[src/rtl/nstep_scan_ctrl.sv]
// nstep_scan_ctrl: steps the regenerator NSTEP1 delay through a range with reset, settle and a
// CNVCLK-counted dwell per step. Defining NSTEP_SCAN_2D_EN adds an inner NSTEP2 sweep loop.
module nstep_scan_ctrl #(
    parameter int CNT_W      = 16,
    parameter int RST_CYC    = 250,
    parameter int SETTLE_CYC = 1000
) (
    input  logic             CLK_IN,
    input  logic             RST_IN,
    input  logic             START_IN,
    input  logic             ABORT_IN,
    input  logic [5:0]       NSTEP1_FIRST_IN,
    input  logic [5:0]       NSTEP1_LAST_IN,
    input  logic [5:0]       NSTEP1_INCR_IN,
    input  logic [5:0]       NSTEP2_IN,
`ifdef NSTEP_SCAN_2D_EN
    input  logic [5:0]       NSTEP2_FIRST_IN,
    input  logic [5:0]       NSTEP2_LAST_IN,
`endif
    input  logic [CNT_W-1:0] NCONV_IN,
    input  logic             CNVCLK_IN,
    input  logic             STEP_ACK_IN,
    output logic [5:0]       NSTEP1_OUT,
    output logic [5:0]       NSTEP2_OUT,
    output logic             REGEN_RST_OUT,
    output logic             STEP_VALID_OUT,
    output logic             BUSY_OUT,
    output logic             DONE_OUT
);
    localparam int TMAX = (RST_CYC > SETTLE_CYC) ? RST_CYC : SETTLE_CYC;
    localparam int CW   = ($clog2(TMAX) + 1 > CNT_W) ? $clog2(TMAX) + 1 : CNT_W;

    typedef enum logic [2:0] {IDLE, LOAD, RSTP, SETTLE, DWELL, REPORT, FIN} state_t;

    state_t           state, state_nx;
    logic [CW-1:0]    cnt, cnt_nx;
    logic [CNT_W-1:0] nconv;
    logic [5:0]       last1, incr, n1_nx, n2_nx;
    logic [6:0]       n1_sum;
    logic             n1_end;
    logic [2:0]       cnv_sync;
    logic             tick;
`ifdef NSTEP_SCAN_2D_EN
    logic [5:0]       first2, last2;
    logic [6:0]       n2_sum;
    logic             n2_end;

    assign n2_sum = {1'b0, NSTEP2_OUT} + 7'd1;
    assign n2_end = n2_sum[6] | (n2_sum[5:0] > last2);
`endif

    // bit 6 of the sum catches carry past 63 so the sweep never wraps
    assign n1_sum         = {1'b0, NSTEP1_OUT} + {1'b0, incr};
    assign n1_end         = n1_sum[6] | (n1_sum[5:0] > last1);
    assign tick           = cnv_sync[1] & ~cnv_sync[2];
    assign REGEN_RST_OUT  = state == RSTP;
    assign STEP_VALID_OUT = state == REPORT;
    assign BUSY_OUT       = state != IDLE;
    assign DONE_OUT       = state == FIN;

    always_comb begin
        state_nx = state;
        n1_nx    = NSTEP1_OUT;
        n2_nx    = NSTEP2_OUT;
        cnt_nx   = cnt + CW'(1);
        case (state)
            IDLE:   state_nx = START_IN ? LOAD : IDLE;
            LOAD: begin
                state_nx = RSTP;
                n1_nx    = NSTEP1_FIRST_IN;
`ifdef NSTEP_SCAN_2D_EN
                n2_nx    = NSTEP2_FIRST_IN;
`else
                n2_nx    = NSTEP2_IN;
`endif
            end
            RSTP:   state_nx = (cnt == CW'(RST_CYC - 1)) ? SETTLE : RSTP;
            SETTLE: state_nx = (cnt == CW'(SETTLE_CYC - 1)) ? DWELL : SETTLE;
            DWELL: begin
                cnt_nx   = cnt + CW'(tick);
                state_nx = (nconv == '0 || (tick && cnt_nx == CW'(nconv))) ? REPORT : DWELL;
            end
            REPORT: if (STEP_ACK_IN) begin
`ifdef NSTEP_SCAN_2D_EN
                if (!n2_end) begin
                    state_nx = RSTP;
                    n2_nx    = n2_sum[5:0];
                end else if (!n1_end) begin
                    state_nx = RSTP;
                    n1_nx    = n1_sum[5:0];
                    n2_nx    = first2;
                end else begin
                    state_nx = FIN;
                end
`else
                state_nx = n1_end ? FIN : RSTP;
                n1_nx    = n1_end ? NSTEP1_OUT : n1_sum[5:0];
`endif
            end
            FIN:     state_nx = IDLE;
            default: state_nx = IDLE;
        endcase
        if (ABORT_IN && state != IDLE) begin
            state_nx = IDLE;
            n1_nx    = NSTEP1_OUT;
            n2_nx    = NSTEP2_OUT;
        end
        if (state_nx != state) cnt_nx = '0;
    end

    always_ff @(posedge CLK_IN or posedge RST_IN) begin
        if (RST_IN) begin
            state      <= IDLE;
            cnt        <= '0;
            cnv_sync   <= '0;
            NSTEP1_OUT <= '0;
            NSTEP2_OUT <= '0;
            last1      <= '0;
            incr       <= '0;
            nconv      <= '0;
`ifdef NSTEP_SCAN_2D_EN
            first2     <= '0;
            last2      <= '0;
`endif
        end else begin
            state      <= state_nx;
            cnt        <= cnt_nx;
            cnv_sync   <= {cnv_sync[1:0], CNVCLK_IN};
            NSTEP1_OUT <= n1_nx;
            NSTEP2_OUT <= n2_nx;
            if (state == LOAD) begin
                last1  <= NSTEP1_LAST_IN;
                incr   <= (NSTEP1_INCR_IN == '0) ? 6'd1 : NSTEP1_INCR_IN;
                nconv  <= NCONV_IN;
`ifdef NSTEP_SCAN_2D_EN
                first2 <= NSTEP2_FIRST_IN;
                last2  <= NSTEP2_LAST_IN;
`endif
            end
        end
    end
endmodule

[config.mk]
export PLATFORM = sky130hd
export DESIGN_NAME = nstep_scan_ctrl
export DESIGN_NICKNAME = d
export VERILOG_FILES = /design/src/rtl/nstep_scan_ctrl.sv
export SDC_FILE = /design/constraint.sdc
export NUM_CORES = 1
export LEC_CHECK = 0
export ABC_AREA = 1
export CORE_MARGIN = 3
export CORE_UTILIZATION = 59
export DETAILED_ROUTE_END_ITERATION = 6
export MAX_ROUTING_LAYER = met4
export PLACE_DENSITY = 0.86
export SLEW_MARGIN = 20
export SYNTH_ARGS = -nofsm -noshare
export SYNTH_HDL_FRONTEND = slang
export SYNTH_SLANG_ARGS = --single-unit
[constraint.sdc]
create_clock -name CLK_IN -period 5.9 [get_ports CLK_IN]
set_input_delay 1.18 -clock CLK_IN [delete_from_list [all_inputs] [get_ports CLK_IN]]
set_output_delay 1.18 -clock CLK_IN [all_outputs]
set_load 0.01 [all_outputs]
; After elaboration in Yosys (flattened, before gate mapping)
; Cells that the tools add are included.
[word_totals]
register_bits = 62
latch_bits = 0
ramBits = 0
rom_bits = 0
output_inout_bits = 16
elab_cells = 52
memories = 0
[op_classes]
n_addsub = 3
n_mul = 0
div = 0
magnitude_cmp = 1
eq_ne = 12
shift = 0
muxes = 14
n_bitwise = 4
reduce_logical = 10
[op_table]
columns = op, count
row1 = 16-bit two-way mux, 2
row2 = 6-bit two-way mux, 3
row3 = 3-bit case mux with 6 select lines, 1
row4 = 16-bit by 1-bit adder with 16-bit output, 1
row5 = 16-bit by 1-bit adder with 16-bit output (second input constant), 1
row6 = 16-bit by 10-bit == test with 1-bit output (second input constant), 1
row7 = 16-bit == test, 1
row8 = 16-bit by 8-bit == test with 1-bit output (second input constant), 1
row9 = 16-bit logical NOT, 1
row10 = 3-bit two-way mux, 4
row11 = 6-bit case mux with 2 select lines, 1
row12 = 3-bit == test (second input constant), 3
row13 = 6-bit by 6-bit adder with 7-bit output, 1
row14 = 3-bit by 2-bit == test with 1-bit output (second input constant), 2
row15 = 6-bit > comparator, 1
row16 = 6-bit logical NOT, 1
row17 = 2-bit != test (second input constant), 2
row18 = 4-bit AND reduction, 1
row19 = 3-bit by 1-bit == test with 1-bit output (second input constant), 1
row20 = 3-bit logical NOT, 1
row21 = 1-bit two-way mux, 3
row22 = 3-bit != test, 1
row23 = 3-bit nonzero test, 1
row24 = 1-bit logical AND, 2
row25 = 6 further kinds, 7

; Logic depth before layout (Yosys ltp)
; Gate-level depths: netlist (run 1).
[logic_depth]
word_depth = 11
mapped_depth = 22

; Worst setup path after synthesis (run 1)
; No wires, ideal clock.
[synth_timing]
path_type = reg2reg
start = register NSTEP1_OUT[2]
end = register cnt[10]
t_arrival_ps = 3026
required_time_ps = 5832
path_slack_ps = 2806
path_stages_with_launch = 22
path_buffers = 1
path_cell_list = dfrtp_1 ha_1 a21o_1 a31oi_1 nor2_1 o21ai_0 nand2_1 xor2_1 ha_1 nand2_1 nor2_1 o21ai_0 nand4_1 nand2_1 nand3b_1 nand2_1 nand2_1 nand2_1 a21oi_1 nand3_4 buf_12 nor2_4
[synth_via]
elab_chain_cells = 9
[synth_rtl]
columns = item, line
row1 = start: declaration, 23  ; output logic [5:0] NSTEP1_OUT,
row2 = start signal: assignment, 129  ; NSTEP1_OUT <= n1_nx;
row3 = 6-bit by 6-bit adder with 7-bit output *, 53  ; assign n1_sum = {1'b0, NSTEP1_OUT} + {1'b0, incr};
row4 = 6-bit > comparator, 54  ; assign n1_end = n1_sum[6] | (n1_sum[5:0] > last1);
row5 = 1-bit bitwise OR *, 54
row6 = 3-bit two-way mux *, 96  ; state_nx = n1_end ? FIN : RSTP;
row7 = 3-bit two-way mux *, 83  ; REPORT: if (STEP_ACK_IN) begin
row8 = 3-bit case mux with 6 select lines *, 66  ; case (state)
row9 = 3-bit two-way mux *, 103  ; if (ABORT_IN && state != IDLE) begin
row10 = 3-bit != test *, 108  ; if (state_nx != state) cnt_nx = '0;
row11 = 16-bit two-way mux *, 108
row12 = named net cnt_nx[10], 36  ; logic [CW-1:0] cnt, cnt_nx;
row13 = end signal: assignment, 127  ; cnt <= cnt_nx;
row14 = end: declaration, 36
; The timed path passes the listed nets; every way through them passes the cells marked *.
; A chain may end at the register's enable or synchronous reset.

; Final worst setup path (run 1)
[layout_timing]
start = register NSTEP1_OUT[2]
end = register cnt[15]
; The elaborated chain is that of the path after synthesis.

==> metrics, run 1 <==
critical path's slowest cell=dfrtp_1; fin. max-slew vios=0; I/O pins=62; crit-path cells=ha_1 -> a21o_1 -> a31oi_1 -> nor2_1 -> o21ai_0 -> nand2_1 -> xor2_1 -> ha_1 -> nand2_1 -> nor2_1 -> o21ai_0 -> nand4_1 -> nand2_1 -> nand3b_1 -> nand2_1 -> nand2_1 -> nand2_1 -> a21oi_1 -> nand3_4 -> nor2_1; Post-synth EDFFs=0; average size of a mapped cell=7.71 sq um; Clock Skews=0.00818 ns; DR iter-0 viols=245; via count=3611; TNS Setup=0 ns; Post-CTS Repair Setup Buffers=0; grt ovf=0; dpl ws=2.35 ns; Setup-failing EPs final=0; Die Wd=88.3 um; Rel. slew slack=46.8%; PD cells=475 nW/um^2; crit path DAT=3.88 ns; Syn Nets=582; gpl congestion=0.925; Worst-path clk slew=0.07 ns; synth top area cells=dfrtp_1 39%, nand2_1 14%, inv_1 5.4%, ha_1 5.3%, nor2_4 4.8%; Post-DP HPWL=7510 um; Pre-antenna DRT Iters=6; antenna fix cells=0; PostCTS Resize Cnt=0; initial antenna violation count=0; Yosys reg bits=62; hold path depth=0; R2R setup slack=2.27 ns; # fillers=458; multi-input logic area=2120 sq um; fin nets=644; first-pass GRT wire length=16600 um; Worst setup EP type=register; min cycle time layout=3.63 ns; Unique masters post-synth=36; Worst Reg2Reg Path Length in Cells=20; cells after synthesis=518; register area share after synthesis=38.8%; Critical Path Start Type=register; Reg area=1550 sq um; Worst Max-Slew Pin Slew=0.799 ns; critical path's top delay family=simple AND/OR/NAND/NOR gates; Crit Path Class=reg -> reg; H-tree depth=3; Req. time, crit path=6.15 ns; commonest non-fill, non-tap cell in the layout=nand2_1; Hold Path Sink=cnv_sync[1]; ys async rst share=100%; Vias/cell=5.46; commonest cells after routing, fill and taps aside=154 x nand2_1, 62 x dfrtp_1, 61 x clkdlybuf4s50_1; Reg2Reg Launch Point=NSTEP1_OUT[2]; CP max FO=16; DP Area=4640 sq um; status=finished clean; worst-skew pair later-pin latency=0.34 ns; Final Core Density=75.3%; Crit path buffers/inverters=0; synthesized cell area=4000 sq um; WL final=10000 um; RR Endpoint=cnt[15]; Static Leak=0.00226 uW; final instance area=4860 sq um; Critical Path Max Stage Delay=0.40 ns; share of cells above drive strength 1=11.5%; vias in the first global route=3573; CTS buffer count=9; CTS tree=done; Worst IR Drop VDD=0.325 mV; most used cell, CP=nand2_1; Starting Density=61.9%; clock sink count=62; Setup WS post-layout=2.27 ns; share of the synthesized area in the top cell type=38.8%; fmax=275 MHz; hold buffer count at cts=0; most used flip-flop cell after synthesis=dfrtp_1; Residual DRC=0; Hold Crit Class=reg -> reg; die height=88.3 um; Hold WS=0.350 ns; Max-cap violations=0; antenna viol nets, final=0; clock buffer depth=2; largest net degree at the start of global routing=63; PortBufs=61; RSZ-0062 raised after global routing=no; CORE AREA=6460 sq um; gr usage total=28.7%; Synth area leader=dfrtp_1; hold path start=cnv_sync[0]; Synth Warn #=0; area of the die=7800 sq um; final period utilization=61.5%; final hold vios=0; wire per inst=15.2 um; root buffer cell=clkbuf_8; floorplan row count=29; Area Overhead vs Synth=21.7%
==> layer usage <==
metal,share of wire [%],GRT usage [%]
met3,6.0,5.12
met2,48,45.1
met1,44,36.8
met4,2.3,11.5
met5,0,-
==> kinds of logic (layout without fill, tap and decap cells) <==
family	count (synthesis)	in the layout	synth area share, %
multiplexers	6	6	1.69
flip-flops	62	62	38.8
AO/OA/AOI/OAI	43	43	5.95
adder cells (fa/ha/maj)	18	18	5.83
XOR/XNOR	25	25	5.48
buffers and inverters	77	143	8.11
AND/OR/NAND/NOR	287	287	34.1
==> through the flow <==
stage	total power, uW	instances
CTS	2310	661
finish	2310	661
floorplan	1530	518
detailed placement	1870	646
global placement	1800	646
global route	2490	661
==> power breakdown <==
group | internal (uW) | switching [uW]
clock | 259 | 165
sequential | 575 | 139
combinational | 485 | 687
==> worst max-delay path by stage <==
stage | slack (ns) | cells after the start | end | start
2_1_floorplan | 2.81 | 21 | cnt[10] | NSTEP1_OUT[2]
3_3_place_gp | 2.59 | 20 | cnt[2] | NSTEP1_OUT[2]
3_5_place_dp | 2.35 | 20 | cnt[15] | NSTEP1_OUT[2]
4_1_cts | 2.30 | 20 | cnt[15] | NSTEP1_OUT[2]
5_1_grt | 2.01 | 20 | cnt[0] | NSTEP1_OUT[2]
6_report | 2.27 | 20 | cnt[15] | NSTEP1_OUT[2]
==> cell usage after synthesis (4+ instances only) <==
library cell    n
a31oi_1         7
inv_1          57
ha_1           17
xor2_1         20
nor2_1         46
nand2_1       154
xnor2_1         5
inv_2           8
nand2_2         9
nor4_1          6
a21oi_1         9
nor2_4         17
nand4_1         7
o21ai_0        23
clkbuf_1        4
nor3_1          4
nand3_1        33
dfrtp_1        62
mux2_2          6
==> state kept, by name, summed over array words and instances, names as in the netlist <==
signal,flops
NSTEP1_OUT,6
state,3
last1,6
NSTEP2_OUT,6
incr,6
cnv_sync,3
cnt,16
nconv,16
==> worst reg2reg max path: cells and delay by family, from the launching register on <==
kind / cells / cell delay [ns]
and+or+nand+nor: 12 / 1.40
AOI/OAI and AO/OA: 5 / 0.89
adders and majority gates: 2 / 0.71
DFF: 1 / 0.40
xor gates and xnor gates: 1 / 0.16
==> layout make-up <==
type                    count  share of cell area [%]
flip-flops and latches     62                    31.9
repair buffers             63                    12.9
well taps                  77                    1.98
inverters                  65                    5.02
clock inverters             3                    1.39
clock buffers              12                    3.19
multi-input cells         379                    43.6
Note: power is estimated with default switching activity, not from simulation.
==> run 2, diff against run 1 <==
- CORE_UTILIZATION: 59 -> 49
- PLACE_DENSITY: 0.86 -> 0.77
- clock period: 5.9 -> 3.29 ns (I/O delays scaled with it)
==> run 2 against run 1 <==
The run now ends with setup timing left. Hold slack better by 0.018 ns. Via count up 4.3%. Largest power group unchanged. Critical endpoint is now cnt[2]. Sequential power up 81%. Largest cell class unchanged. Highest routed layer unchanged.
==> metrics, run 2 (synthesis results as in run 1) <==
Max Used Layer=met4; Residual DRC=0 (unchanged); Vias/cell=5.37 (-1.7%); fin nets=658 (+2.2%); final period utilization=104% (+43 points); Clock Skews=0.00676 ns (-0.00142 ns); root buffer cell=clkbuf_8; dpl ws=-0.201 ns (-2.55 ns); antenna fix cells=0 (unchanged); area of the die=9270 sq um (+19%); vias in the first global route=3701 (+3.6%); gr usage total=25.2% (-3.4 points); Final Core Density=65.1% (-10 points); share of cells above drive strength 1=16.4% (+4.9 points); Static Leak=0.00233 uW (+2.9%); CP max FO=6 (-10); Worst-path clk slew=0.07 ns (about the same); commonest non-fill, non-tap cell in the layout=nand2_1; Worst Max-Slew Pin Slew=0.726 ns (-0.0726 ns); initial antenna violation count=0 (unchanged); Post-DP HPWL=7740 um (+3.1%); critical path's slowest cell=dfrtp_1; hold buffer count at cts=0 (unchanged); PD cells=937 nW/um^2 (+97%); DR iter-0 viols=270 (+10%); Starting Density=51.2% (-11 points); wire per inst=15.4 um (+1.4%); WL final=10800 um (+7.5%); RSZ-0062 raised after global routing=yes; Worst setup EP type=register; Req. time, crit path=3.57 ns (-2.58 ns); die height=96.3 um (+9.1%); met3 WL post-DR=610 um (+1.5%); Pre-antenna DRT Iters=7 (+1); worst-skew pair later-pin latency=0.35 ns (about the same); Setup WS post-layout=-0.133 ns (-2.40 ns); Hold Crit Class=reg -> reg; Area Overhead vs Synth=27.3%; fin. max-slew vios=0 (unchanged); crit-path cells=ha_1 -> a21o_1 -> a31oi_4 -> nor2_1 -> o21ai_1 -> nand2_1 -> xor2_1 -> ha_1 -> nand2_2 -> nor2_4 -> o21ai_2 -> nand4_1 -> nand2_1 -> nand3b_1 -> nand2_1 -> nand2_1 -> nand2_2 -> a21oi_2 -> nand3_4 -> buf_12 -> nor2_2; min cycle time layout=3.42 ns (-0.207 ns); total power=4770 uW (+110%); status=complete, but fails checks; CTS buffer count=9 (unchanged); Critical Path Start Type=register; CTS tree=done; most used cell, CP=nand2_1; gpl congestion=0.918 (-0.80%); first-pass GRT wire length=17400 um (+4.7%); floorplan row count=32 (+10%); Worst IR Drop VDD=0.680 mV (+110%); PortBufs=61 (unchanged); antenna viol nets, final=0 (unchanged); Rel. slew slack=51.5% (+4.8 points); Setup-failing EPs final=16 (+16); CORE AREA=7810 sq um (+21%); crit path DAT=3.70 ns (-0.18 ns); clock sink count=62 (unchanged); final hold vios=0 (unchanged); Crit Path Class=reg -> reg; fmax=292 MHz (+6.1%); commonest cells after routing, fill and taps aside=151 x nand2_1, 61 x dfrtp_1, 61 x clkdlybuf4s50_1; via count=3765 (+4.3%); met2 wire len=5480 um (+15%); largest net degree at the start of global routing=35 (-44%); Max-cap violations=0 (unchanged); Die Wd=96.3 um (+9.1%); failing checks=setup timing; clock buffer depth=2 (unchanged); top flop regs=cnt: 16 flops, nconv: 16 flops; I/O pins=62 (unchanged); H-tree depth=3 (unchanged); M1 wire length=4420 um (about the same); grt ovf=0 (unchanged); Critical Path Max Stage Delay=0.41 ns (about the same)
## run 2: cell count changes in the layout (fill, tap and decap cells not counted), moves of 3 or more
| cell | before | now |
|---|---|---|
| buf_4 | 2 | 13 |
| nand2_1 | 154 | 151 |
| nand2_2 | 9 | 12 |
| nor2_1 | 45 | 41 |
| nor2_2 | 3 | 6 |
## run 2: final cells by class
class	instances	area, sq um
clock buffers	10	128
clock inverters	6	71.3
fillers	637	2720
inverters	65	244
multi-input cells	379	2190
flip-flops and latches	62	1550
well taps	102	128
repair buffers	77	767
## run 2: worst paths after layout
kind / cells past startpoint / slack [ns] / startpoint / to
max: 21 / -0.13 / incr[2] / cnt[2]
min: 0 / 0.37 / cnv_sync[0] / cnv_sync[1]
max reg2reg: 21 / -0.13 / incr[2] / cnt[2]
min reg2reg: 0 / 0.37 / cnv_sync[0] / cnv_sync[1]
max in group asynchronous: 3 / 1.83 / RST_IN / NSTEP1_OUT[1]
min in group asynchronous: 2 / 0.75 / RST_IN / incr[1]
## run 2: worst max-delay path, delay by kind of cell, from the launching register on
kind	cells	cell delay, ns
XOR/XNOR	1	0.16
flip-flops	1	0.41
AND/OR/NAND/NOR	12	1.16
buffers and inverters	1	0.19
adder cells (fa/ha/maj)	2	0.65
AO/OA/AOI/OAI	5	0.77
## run 2: power by group
group | internal [uW] | switching [uW] | leakage, uW | total [uW]
clock | 355 | 331 | 0.0000931 | 686
combinational | 1240 | 1550 | 0.00146 | 2790
sequential | 1030 | 254 | 0.000776 | 1290
## run 2: timing repair
item                       CTS  global route
pin swaps                    4            10
setup buffers                3             7
setup endpoints to repair   16            22
resized for setup            9            14
cloned                       1             0
## run 2: routing by layer
| layer | global-route usage, % | up-vias |
|---|---|---|
| met5 | - | - |
| met4 | 9.46 | 0 |
| met3 | 5.39 | 33 |
| met2 | 41.6 | 153 |
| met1 | 30.4 | 1777 |
| li1 | - | 1802 |
## run 2: through the flow
stage               setup TNS, ns  cell area [sq um]  cells  hold slack [ns]
finish                      -1.63               5080    701            0.368
global route                -4.29               5080    701            0.377
CTS                             0               4990    694            0.374
detailed placement          -1.48               4710    674            0.356
global placement                0               4710    674            0.335
floorplan                       0               4000    518            0.331
